### config.mk
export PLATFORM = sky130hd
export DESIGN_NAME = mouse_analog_emu_flat
export DESIGN_NICKNAME = d
export VERILOG_FILES = /design/src/rtl/mouse_analog_emu_if.sv /design/src/rtl/mouse_analog_emu.sv /design/src/flat_wrapper.sv
export SDC_FILE = /design/constraint.sdc
export NUM_CORES = 1
export LEC_CHECK = 0
export ABC_AREA = 1
export ABC_CLOCK_PERIOD_IN_PS = 2300
export CORE_MARGIN = 8
export CORE_UTILIZATION = 48
export DETAILED_ROUTE_END_ITERATION = 7
export PLACE_DENSITY = 0.79
export SYNTH_ARGS = -nofsm -noshare
export SYNTH_HDL_FRONTEND = slang
export SYNTH_SLANG_ARGS = --single-unit
### constraint.sdc
create_clock -name clk_sys -period 2.3 [get_ports clk_sys]
set_clock_uncertainty 0.05 [all_clocks]
set_input_delay 0.575 -clock clk_sys [delete_from_list [all_inputs] [get_ports clk_sys]]
set_output_delay 0.575 -clock clk_sys [all_outputs]
set_load 0.05 [all_outputs]
### src/rtl/mouse_analog_emu_if.sv
// mouse_analog_emu_if
//   Bundles the signals between hps_io, the mouse emulator and the 5200 core
//   player-1 stick inputs.
//   slave  : used by mouse_analog_emu (takes the mouse, stick and control inputs,
//            drives the stick values to the core)
//   master : used by the environment driving the emulator
//   Signals:
//     ps2_mouse   [24:0] hps_io mouse packet ([24] toggle strobe, [5]/[4] Y/X sign,
//                        [23:16] dY, [15:8] dX, [1:0] R/L button)
//     joya        [15:0] physical analog stick {Y, X}, signed
//     joy_in      [20:0] physical digital joystick bits
//     cpu_halt           CPU halted by the ZPU (OSD/loader active)
//     invert_y           subtract the Y delta instead of adding it
//     recentre_en        enable idle auto-recentre
//     ax, ay      [7:0]  stick X/Y presented to the core
//     joy_out     [20:0] digital joystick bits presented to the core
//     emu_active         mouse emulation currently owns the stick
interface mouse_analog_emu_if;
    logic [24:0] ps2_mouse;
    logic [15:0] joya;
    logic [20:0] joy_in;
    logic        cpu_halt;
    logic        invert_y;
    logic        recentre_en;
    logic [7:0]  ax;
    logic [7:0]  ay;
    logic [20:0] joy_out;
    logic        emu_active;

    modport slave (
        input  ps2_mouse, joya, joy_in, cpu_halt, invert_y, recentre_en,
        output ax, ay, joy_out, emu_active
    );

    modport master (
        output ps2_mouse, joya, joy_in, cpu_halt, invert_y, recentre_en,
        input  ax, ay, joy_out, emu_active
    );
endinterface

### src/rtl/mouse_analog_emu.sv
// mouse_analog_emu
//   Turns PS/2 mouse packets into an emulated 5200 analog stick for player 1.
//   Mouse motion (halved, clamped to +/-DELTA_MAX per packet) is accumulated into
//   a saturating signed 8-bit X/Y position. After IDLE_TICKS quiet cycles the
//   position walks back to centre one LSB per DECAY_PERIOD cycles (when enabled).
//   Mouse L/R buttons replace fire bits [5:4] while emulating. Any physical
//   analog-stick deflection or a CPU halt hands the stick back to the real one.
//   Ports:
//     clk_sys  system clock
//     reset    asynchronous, active-high reset
//     bus      mouse_analog_emu_if.slave (see interface header)
module mouse_analog_emu #(
    parameter int unsigned DELTA_MAX    = 10,
    parameter int unsigned IDLE_TICKS   = 2**22,
    parameter int unsigned DECAY_PERIOD = 2**16
) (
    input logic                  clk_sys,
    input logic                  reset,
    mouse_analog_emu_if.slave    bus
);

    localparam int unsigned IW = (IDLE_TICKS   > 1) ? $clog2(IDLE_TICKS)   : 1;
    localparam int unsigned DW = (DECAY_PERIOD > 1) ? $clog2(DECAY_PERIOD) : 1;
    localparam logic [IW-1:0] IDLE_LAST  = IW'(IDLE_TICKS - 1);
    localparam logic [DW-1:0] DECAY_LAST = DW'(DECAY_PERIOD - 1);
    localparam logic signed [8:0] DMAX = 9'(DELTA_MAX);
    localparam logic signed [8:0] DMIN = -DMAX;

    typedef enum logic {IDLE_WAIT, DECAY} state_t;

    state_t             state;
    logic               emu;
    logic               armed;
    logic               old_stb;
    logic signed [7:0]  mx, my;
    logic [IW-1:0]      idle_cnt;
    logic [DW-1:0]      decay_cnt;

    logic               pkt;
    logic               release_stick;
    logic signed [8:0]  dx, dy, dxc, dyc, nx, ny;
    logic               unused_bits;

    function automatic logic signed [8:0] clamp_delta(input logic signed [8:0] d);
        if (d > DMAX)
            return DMAX;
        else if (d < DMIN)
            return DMIN;
        return d;
    endfunction

    function automatic logic signed [7:0] sat8(input logic signed [8:0] v);
        if (v > 9'sd127)
            return 8'sh7F;
        else if (v < -9'sd128)
            return 8'sh80;
        return v[7:0];
    endfunction

    function automatic logic signed [7:0] toward_zero(input logic signed [7:0] v);
        if (v > 8'sd0)
            return v - 8'sd1;
        else if (v < 8'sd0)
            return v + 8'sd1;
        return v;
    endfunction

    // The first cycle after reset only captures the strobe level, so a strobe
    // that was already high during reset is not mistaken for a new packet.
    assign pkt           = armed & (old_stb != bus.ps2_mouse[24]);
    assign release_stick = (bus.joya != '0) | bus.cpu_halt;

    always_comb begin
        // Sign-extended and halved deltas: {sign, sign, byte[7:1]}.
        dx  = {bus.ps2_mouse[4], bus.ps2_mouse[4], bus.ps2_mouse[15:9]};
        dy  = {bus.ps2_mouse[5], bus.ps2_mouse[5], bus.ps2_mouse[23:17]};
        dxc = clamp_delta(dx);
        dyc = clamp_delta(dy);
        nx  = {mx[7], mx} + dxc;
        ny  = bus.invert_y ? ({my[7], my} - dyc) : ({my[7], my} + dyc);
    end

    always_ff @(posedge clk_sys or posedge reset) begin
        if (reset) begin
            state     <= IDLE_WAIT;
            emu       <= 1'b0;
            armed     <= 1'b0;
            old_stb   <= 1'b0;
            mx        <= '0;
            my        <= '0;
            idle_cnt  <= '0;
            decay_cnt <= '0;
        end else begin
            old_stb <= bus.ps2_mouse[24];
            armed   <= 1'b1;
            if (release_stick) begin
                state     <= IDLE_WAIT;
                emu       <= 1'b0;
                mx        <= '0;
                my        <= '0;
                idle_cnt  <= '0;
                decay_cnt <= '0;
            end else if (pkt) begin
                state     <= IDLE_WAIT;
                emu       <= 1'b1;
                mx        <= sat8(nx);
                my        <= sat8(ny);
                idle_cnt  <= '0;
                decay_cnt <= '0;
            end else if (emu && bus.recentre_en) begin
                case (state)
                    IDLE_WAIT: begin
                        // Leaving on the last count doubles as the saturation.
                        if (idle_cnt == IDLE_LAST)
                            state <= DECAY;
                        else
                            idle_cnt <= idle_cnt + 1'b1;
                    end
                    DECAY: begin
                        // Once centred the counter freezes; nothing left to do.
                        if (mx != 8'sd0 || my != 8'sd0) begin
                            if (decay_cnt == DECAY_LAST) begin
                                decay_cnt <= '0;
                                mx        <= toward_zero(mx);
                                my        <= toward_zero(my);
                            end else begin
                                decay_cnt <= decay_cnt + 1'b1;
                            end
                        end
                    end
                    default: state <= IDLE_WAIT;
                endcase
            end else begin
                state     <= IDLE_WAIT;
                idle_cnt  <= '0;
                decay_cnt <= '0;
            end
        end
    end

    assign bus.emu_active = emu;
    assign bus.ax         = emu ? mx : bus.joya[7:0];
    assign bus.ay         = emu ? my : bus.joya[15:8];
    assign bus.joy_out    = emu ? {bus.joy_in[20:6], bus.ps2_mouse[1:0], bus.joy_in[3:0]}
                                : bus.joy_in;

    // Packet fields the stick does not use (dX/dY LSBs, middle button, overflow).
    assign unused_bits = ^{bus.ps2_mouse[16], bus.ps2_mouse[8], bus.ps2_mouse[7:6],
                           bus.ps2_mouse[3:2]};

endmodule
### src/flat_wrapper.sv
// flat-port wrapper written by rule: the top's interface ports become plain ports
module mouse_analog_emu_flat 
#(
    parameter int unsigned DELTA_MAX    = 10,
    parameter int unsigned IDLE_TICKS   = 2**22,
    parameter int unsigned DECAY_PERIOD = 2**16
)
  (clk_sys, reset, bus_ps2_mouse, bus_joya, bus_joy_in, bus_cpu_halt, bus_invert_y, bus_recentre_en, bus_ax, bus_ay, bus_joy_out, bus_emu_active);
  mouse_analog_emu_if bus_i ();
  input logic clk_sys;
  input logic reset;
  input wire logic [$bits(bus_i.ps2_mouse)-1:0] bus_ps2_mouse;
  input wire logic [$bits(bus_i.joya)-1:0] bus_joya;
  input wire logic [$bits(bus_i.joy_in)-1:0] bus_joy_in;
  input wire logic [$bits(bus_i.cpu_halt)-1:0] bus_cpu_halt;
  input wire logic [$bits(bus_i.invert_y)-1:0] bus_invert_y;
  input wire logic [$bits(bus_i.recentre_en)-1:0] bus_recentre_en;
  output wire logic [$bits(bus_i.ax)-1:0] bus_ax;
  output wire logic [$bits(bus_i.ay)-1:0] bus_ay;
  output wire logic [$bits(bus_i.joy_out)-1:0] bus_joy_out;
  output wire logic [$bits(bus_i.emu_active)-1:0] bus_emu_active;
  assign bus_i.ps2_mouse = bus_ps2_mouse;
  assign bus_i.joya = bus_joya;
  assign bus_i.joy_in = bus_joy_in;
  assign bus_i.cpu_halt = bus_cpu_halt;
  assign bus_i.invert_y = bus_invert_y;
  assign bus_i.recentre_en = bus_recentre_en;
  assign bus_ax = bus_i.ax;
  assign bus_ay = bus_i.ay;
  assign bus_joy_out = bus_i.joy_out;
  assign bus_emu_active = bus_i.emu_active;
  mouse_analog_emu #(.DELTA_MAX(DELTA_MAX), .IDLE_TICKS(IDLE_TICKS), .DECAY_PERIOD(DECAY_PERIOD)) u_core (.clk_sys(clk_sys), .reset(reset), .bus(bus_i));
endmodule
# Yosys cells after proc, flatten, opt, wreduce, memory -nomap -nowiden
# Cells that the tools add are included.
# word_totals
reg_bits	58
word_cells	134
# op_classes
reduce_logical	16
n_addsub	9
muxes	80
n_bitwise	2
n_lt_le_gt_ge	12
n_eq_ne	7
# op_table
op	n
$mux W8	26
$mux W22	5
$mux W16	6
$mux W9	7
$mux W1	35
$add A22 B1 Y22 const B	1
$eq A22 B22 Y1 const B	1
$add A9 B9 Y9	2
$gt A9 B8 Y1 const B	2
$lt A9 B8 Y1 const B	2
$reduce_bool A3 Y1	6
$add A16 B1 Y16 const B	1
$add A8 B2 Y8 const B	2
$eq A16 B16 Y1 const B	1
$gt A8 B1 Y1 const B	2
$gt A8 B5 Y1 const B	2
$lt A8 B1 Y1 const B	2
$lt A8 B5 Y1 const B	2
$reduce_bool A16 Y1	1
$reduce_bool A8 Y1	2
$sub A8 B2 Y8 const B	2
$reduce_and A5 Y1	2
$sub A9 B9 Y9	1
$ne A4 B2 Y1 const B	2
other kinds (10)	11

# Logic depth before layout (Yosys ltp)
# depth
word_depth	16
depth_mapped	26

# Worst setup path before layout
# No wires, ideal clock.
# synth_timing
path_kind	input to register
from	in bus_ps2_mouse[23]
to	reg u_core.my[2]
arrival_ps	2965
slack_ps	-836
path_buffers	0
required_ps	2128
stages	24
setup_ps	122
cell_sequence	nor3_1 > nand2_1 > nand2_1 > nand2_1 > nor2_1 > inv_1 > ha_1 > nand2_1 > o21ai_0 > fa_1 > inv_1 > nand3_1 > nand2_1 > nand2_1 > nand2_1 > nand2_1 > nand2_1 > inv_1 > nand2_1 > nand2_1 > nand2_1 > nand2_1 > nor2_1 > o21ai_1
# synth_via
elab_chain_len	14
word_cells_on_any_way	19
# synth_lines
element	line	text
start, declared	flat_wrapper.sv:12	input wire logic [$bits(bus_i.ps2_mouse)-1:0] bus_ps2_mouse;
$lt A8 B5 Y1	mouse_analog_emu.sv:47	else if (d < DMIN)
$mux W1	mouse_analog_emu.sv:47	
$mux W1	mouse_analog_emu.sv:45	if (d > DMAX)
$mux W9 *	mouse_analog_emu.sv:49	return d;
$add A9 B9 Y9 / $sub A9 B9 Y9 (equally long branches)	mouse_analog_emu.sv:80	ny = bus.invert_y ? ({my[7], my} - dyc) : ({my[7], my} + dyc);
$mux W9 *	mouse_analog_emu.sv:80	
$lt A9 B8 Y1	mouse_analog_emu.sv:55	else if (v < -9'sd128)
$mux W1	mouse_analog_emu.sv:55	
$mux W1	mouse_analog_emu.sv:53	if (v > 9'sd127)
$mux W1	mouse_analog_emu.sv:103	end else if (pkt) begin
$mux W1	mouse_analog_emu.sv:96	if (release_stick) begin
$mux W8 *	mouse_analog_emu.sv:57	return v[7:0];
$mux W8 *	mouse_analog_emu.sv:103	
$mux W8 *	mouse_analog_emu.sv:96	
end signal, assigned	mouse_analog_emu.sv:107	my <= sat8(ny);
end signal, assigned	mouse_analog_emu.sv:125	my <= toward_zero(my);
end, declared	mouse_analog_emu.sv:35	logic signed [7:0] mx, my;
# Every way passes the cells marked *; elsewhere a longest branch is shown, timed or not. The select of a mux whose other input is x is not followed.
# A chain may end at the register's enable or synchronous reset.

# Worst setup path after layout
# layout_timing
from	in bus_invert_y
to	reg u_core.my[2]
# layout_via
elab_chain_len	9
word_cells_on_any_way	11
# layout_lines
element	line	text
start, declared	flat_wrapper.sv:16	input wire logic [$bits(bus_i.invert_y)-1:0] bus_invert_y;
$mux W9 *	mouse_analog_emu.sv:80	
$lt A9 B8 Y1	mouse_analog_emu.sv:55	
$mux W1	mouse_analog_emu.sv:55	
$mux W1	mouse_analog_emu.sv:53	
$mux W1	mouse_analog_emu.sv:103	
$mux W1	mouse_analog_emu.sv:96	
$mux W8 *	mouse_analog_emu.sv:57	
$mux W8 *	mouse_analog_emu.sv:103	
$mux W8 *	mouse_analog_emu.sv:96	
# Marks and branches as above.

==> qor.log <==
[cells_and_area] final cell count without fillers 1,098
[place] DPL Wire Length 11.4 mm
[yosys] sequential fraction of the synthesis area 27.8%
[timing] Hold Fails Final Rpt 0
[clock_tree] H-tree levels 3
[timing] final-report setup violation count 16
[timing] Tightest Pin Transition 0.500 ns
[place] PortBufs 60
[place] gp weighted congestion 0.945
[cells_and_area] number of fill cells in the layout 792
[floorplanning] overall die width 120 um
[floorplanning] overall die height 120 um
[cells_and_area] sequential cell area 1450 um^2
[global_route] global-route wire length before repair 24.4 mm
[flow_run] Max-cap violations 0
[place] worst slack at placement -1.35 ns
[global_route] vias in the first global route 5,488
[yosys] Post-Syn Nets 881
[clock_tree] clock-pin slew of the registers on the worst-case setup and hold paths 0.07 ns
[power_and_ir_drop] peak supply drop 0.245 mV
[yosys] number of enable-type register cells in the synthesized netlist 0
[yosys] netlist area before placement 5220 um^2
[setup_path] Worst setup EP type flip-flop
[route] total detailed-routing wirelength 16.0 mm
[floorplanning] num ports 105
[setup_path] highest fanout seen on the critical path 5
[power_and_ir_drop] P per Cell Area 349 nW/um^2
[global_route] sum of overflow across all layers after global routing 0
[yosys] number of instances in the synthesized netlist 781
[yosys] dominant register cell in the synthesized netlist sky130_fd_sc_hd__dfrtp_1
[setup_path] classification of the worst setup path input port to flip-flop
[power_and_ir_drop] leakage 3.71 nW
[timing] shortest clock period the worst path allows after layout 3.02 ns
[floorplanning] Core Area 10,700 um^2
[yosys] number of warnings issued by yosys 0
[cells_and_area] layout cells sized above 1 31.9%
[timing] Max Clock Freq 332 MHz
[outcome] failing checks setup timing
[route] DRT Pass-1 Iters 7
[clock_tree] total number of clock tree sinks 58
[setup_path] required arrival time at the worst endpoint 2.47 ns
[route] post-DR vias/cell 5.29
[timing] final worst setup slack -0.716 ns
[route] remaining design rule violation count 0
[yosys] total of flip-flops plus latches after synthesis 58
[outcome] status finished with violations
[global_route] largest net degree at the start of global routing 20
[yosys] average footprint of a synthesized cell 6.68 um^2
[floorplanning] placement row count 38
[clock_tree] Root Buffer Master sky130_fd_sc_hd__clkbuf_8
[route] drt wl/cell 14.6 um
[timing] final period utilization 131%
[route] number of nets with antenna violations after routing 0
[global_route] antenna violations before repair 0
[timing] final total negative setup slack -8.85 ns
[timing] Hold WS 0.431 ns
[setup_path] arrival time worst endpoint 3.19 ns
[min_path] hold crit path type flip-flop to flip-flop
[cells_and_area] area added between synthesis and finish 45.0%
[cells_and_area] antenna diode instance count 0
[global_route] Total Routing Usage GR 20.3%
[cells_and_area] number of nets in the final layout 1,053
[yosys] share of flip-flops with an asynchronous set or reset 100%
[clock_tree] TritonCTS clock tree built
[cells_and_area] Multi-input gate area 3590 um^2
[route] total via count in the routed design 5,813
[place] DP Cell Count 1,061
[timing] unrepaired setup endpoints after global routing true
[floorplanning] die area 14,500 um^2
[timing] normalized max-slew margin 66.6%
[route] DR iter-0 viols 401
[floorplanning] starting density of the core 48.6%
[clock_tree] cts bufs inserted 9
[clock_tree] Max clock buf depth 2
[setup_path] critical path launch point type input port
[timing] Max Transition Viols Final 0
[clock_tree] clock network latency to the later pin of the worst-skew pair 0.34 ns
[yosys] library cells used by synthesis 49
critical path: stages:
cell	delay, ns
sky130_fd_sc_hd__clkdlybuf4s50_1	0.60
sky130_fd_sc_hd__xnor2_1	0.15
sky130_fd_sc_hd__buf_4	0.16
sky130_fd_sc_hd__buf_4	0.14
sky130_fd_sc_hd__o21ai_4	0.08
sky130_fd_sc_hd__ha_4	0.29
sky130_fd_sc_hd__buf_4	0.11
sky130_fd_sc_hd__nand2_1	0.09
sky130_fd_sc_hd__nor2_1	0.23
sky130_fd_sc_hd__nand2_2	0.10
sky130_fd_sc_hd__nand2_2	0.07
sky130_fd_sc_hd__nand2_2	0.05
sky130_fd_sc_hd__nand2_2	0.10
sky130_fd_sc_hd__nand4_1	0.21
sky130_fd_sc_hd__nand3_1	0.15
sky130_fd_sc_hd__o21ai_1	0.08
path summary, 6_finish.rpt:
kind,startpoint,end,slack (ns),cells after the start
worst min-delay path,u_core.decay_cnt[14],u_core.decay_cnt[14],0.43,1
worst min register to register,u_core.decay_cnt[14],u_core.decay_cnt[14],0.43,1
max in group asynchronous,reset,u_core.state,1.12,3
min in group asynchronous,reset,u_core.mx[0],0.50,2
worst max register to register,u_core.my[3],u_core.my[6],-0.36,17
worst max-delay path,bus_invert_y,u_core.my[2],-0.72,16
synthesized netlist by cell type (3+ instances only):
| master | number | share of area [%] |
|---|---|---|
| sky130_fd_sc_hd__nand2_1 | 184 | 13 |
| sky130_fd_sc_hd__inv_1 | 111 | 8.0 |
| sky130_fd_sc_hd__nor2_1 | 96 | 6.9 |
| sky130_fd_sc_hd__a21oi_1 | 59 | 5.7 |
| sky130_fd_sc_hd__dfrtp_1 | 58 | 28 |
| sky130_fd_sc_hd__nand3_1 | 55 | 5.3 |
| sky130_fd_sc_hd__o21ai_0 | 43 | 4.1 |
| sky130_fd_sc_hd__ha_1 | 29 | 7.0 |
| sky130_fd_sc_hd__buf_4 | 21 | 3.0 |
| sky130_fd_sc_hd__nand4_1 | 13 | 1.6 |
| sky130_fd_sc_hd__nor3_1 | 11 | 1.1 |
| sky130_fd_sc_hd__o21ai_1 | 11 | 1.1 |
| sky130_fd_sc_hd__clkbuf_1 | 10 | 0.72 |
| sky130_fd_sc_hd__xnor2_1 | 10 | 1.7 |
| sky130_fd_sc_hd__xor2_1 | 6 | 1.0 |
| sky130_fd_sc_hd__inv_2 | 5 | 0.36 |
| sky130_fd_sc_hd__mux2_2 | 5 | 1.1 |
| sky130_fd_sc_hd__fa_1 | 4 | 1.5 |
| sky130_fd_sc_hd__nand2_4 | 4 | 0.86 |
| sky130_fd_sc_hd__nor2_2 | 4 | 0.48 |
| sky130_fd_sc_hd__o21a_1 | 4 | 0.58 |
| sky130_fd_sc_hd__nand2_2 | 3 | 0.36 |
| sky130_fd_sc_hd__nor2_4 | 3 | 0.65 |
stage by stage:
| stage | instance area, um^2 | power (mW) | util [%] |
|---|---|---|---|
| after floorplan | 5380 | 1.41 | - |
| after global placement | 6940 | 1.61 | 64.6 |
| final | 7560 | 2.64 | 70.4 |
| after global routing | 7560 | 2.75 | 70.4 |
| after CTS | 7320 | 2.57 | 68.1 |
| after detailed placement | 6940 | 1.62 | 64.6 |
power breakdown:
group	total, mW	internal, mW	switching, mW
sequential	1.02	1.02	0.000974
combinational	0.702	0.341	0.361
clock	0.916	0.527	0.389
cell usage in the layout (no fill, tap or decap), drive strengths merged, types with 2 or more instances in the layout:
cell type,synthesis,layout
nand2,191,191
buf,22,165
inv,116,116
nor2,104,104
a21oi,61,61
dfrtp,58,58
nand3,57,57
o21ai,55,55
ha,29,29
clkdlybuf4s50,0,25
nand4,16,16
clkbuf,10,14
nor3,11,11
xnor2,10,10
xor2,6,6
mux2,5,5
o21a,4,4
fa,4,4
a31oi,2,2
nor3b,2,2
or2,2,2
o211ai,2,2
clkinv,0,2
nor4,2,2
o41ai,2,2
metal layers:
layer  routed length [um]  part of all wire (%)  global-route usage, %  vias to the layer above
met1                 6480                    41                   23.6                     2681
met2                 8090                    51                   36.3                      207
met3                  857                   5.4                   3.12                       60
met4                  551                   3.4                   8.35                        0
met5                    0                     0                      0                        -
li1                     -                     -                      -                     2865
repair_timing:
item / in CTS / in global routing
hold buffers: 0 / 0
resized for setup: 88 / 54
pin swaps: 47 / 37
gates cloned: 0 / 0
buffers inserted: 17 / 5
endpoints found under the setup margin: 16 / 18
cell families after synthesis:
kind of cell | after synthesis | synth area share [%]
flip-flops | 58 | 27.8
AO/OA/AOI/OAI | 133 | 14.2
AND/OR/NAND/NOR | 387 | 33.4
adder cells (fa/ha/maj) | 33 | 8.49
other | 1 | 0.0719
multiplexers | 5 | 1.08
buffers and inverters | 148 | 12.3
XOR/XNOR | 16 | 2.69
sequential cells by signal, summed over array words and instances (netlist names):
register and cells:
u_core.my 8, u_core.decay_cnt 16, u_core.armed 1, u_core.mx 8, u_core.state 1, u_core.bus.emu_active 1, u_core.old_stb 1, u_core.idle_cnt 22
area by class of cell:
cell class / instances / share of cell area (%)
well taps: 140 / 2.32
inverters: 116 / 5.76
clock buffers: 13 / 1.97
clock inverters: 3 / 0.529
multi-input cells: 575 / 47.4
repair buffers: 193 / 22.8
flip-flops and latches: 58 / 19.2
Power figures use the tool's default switching activity.
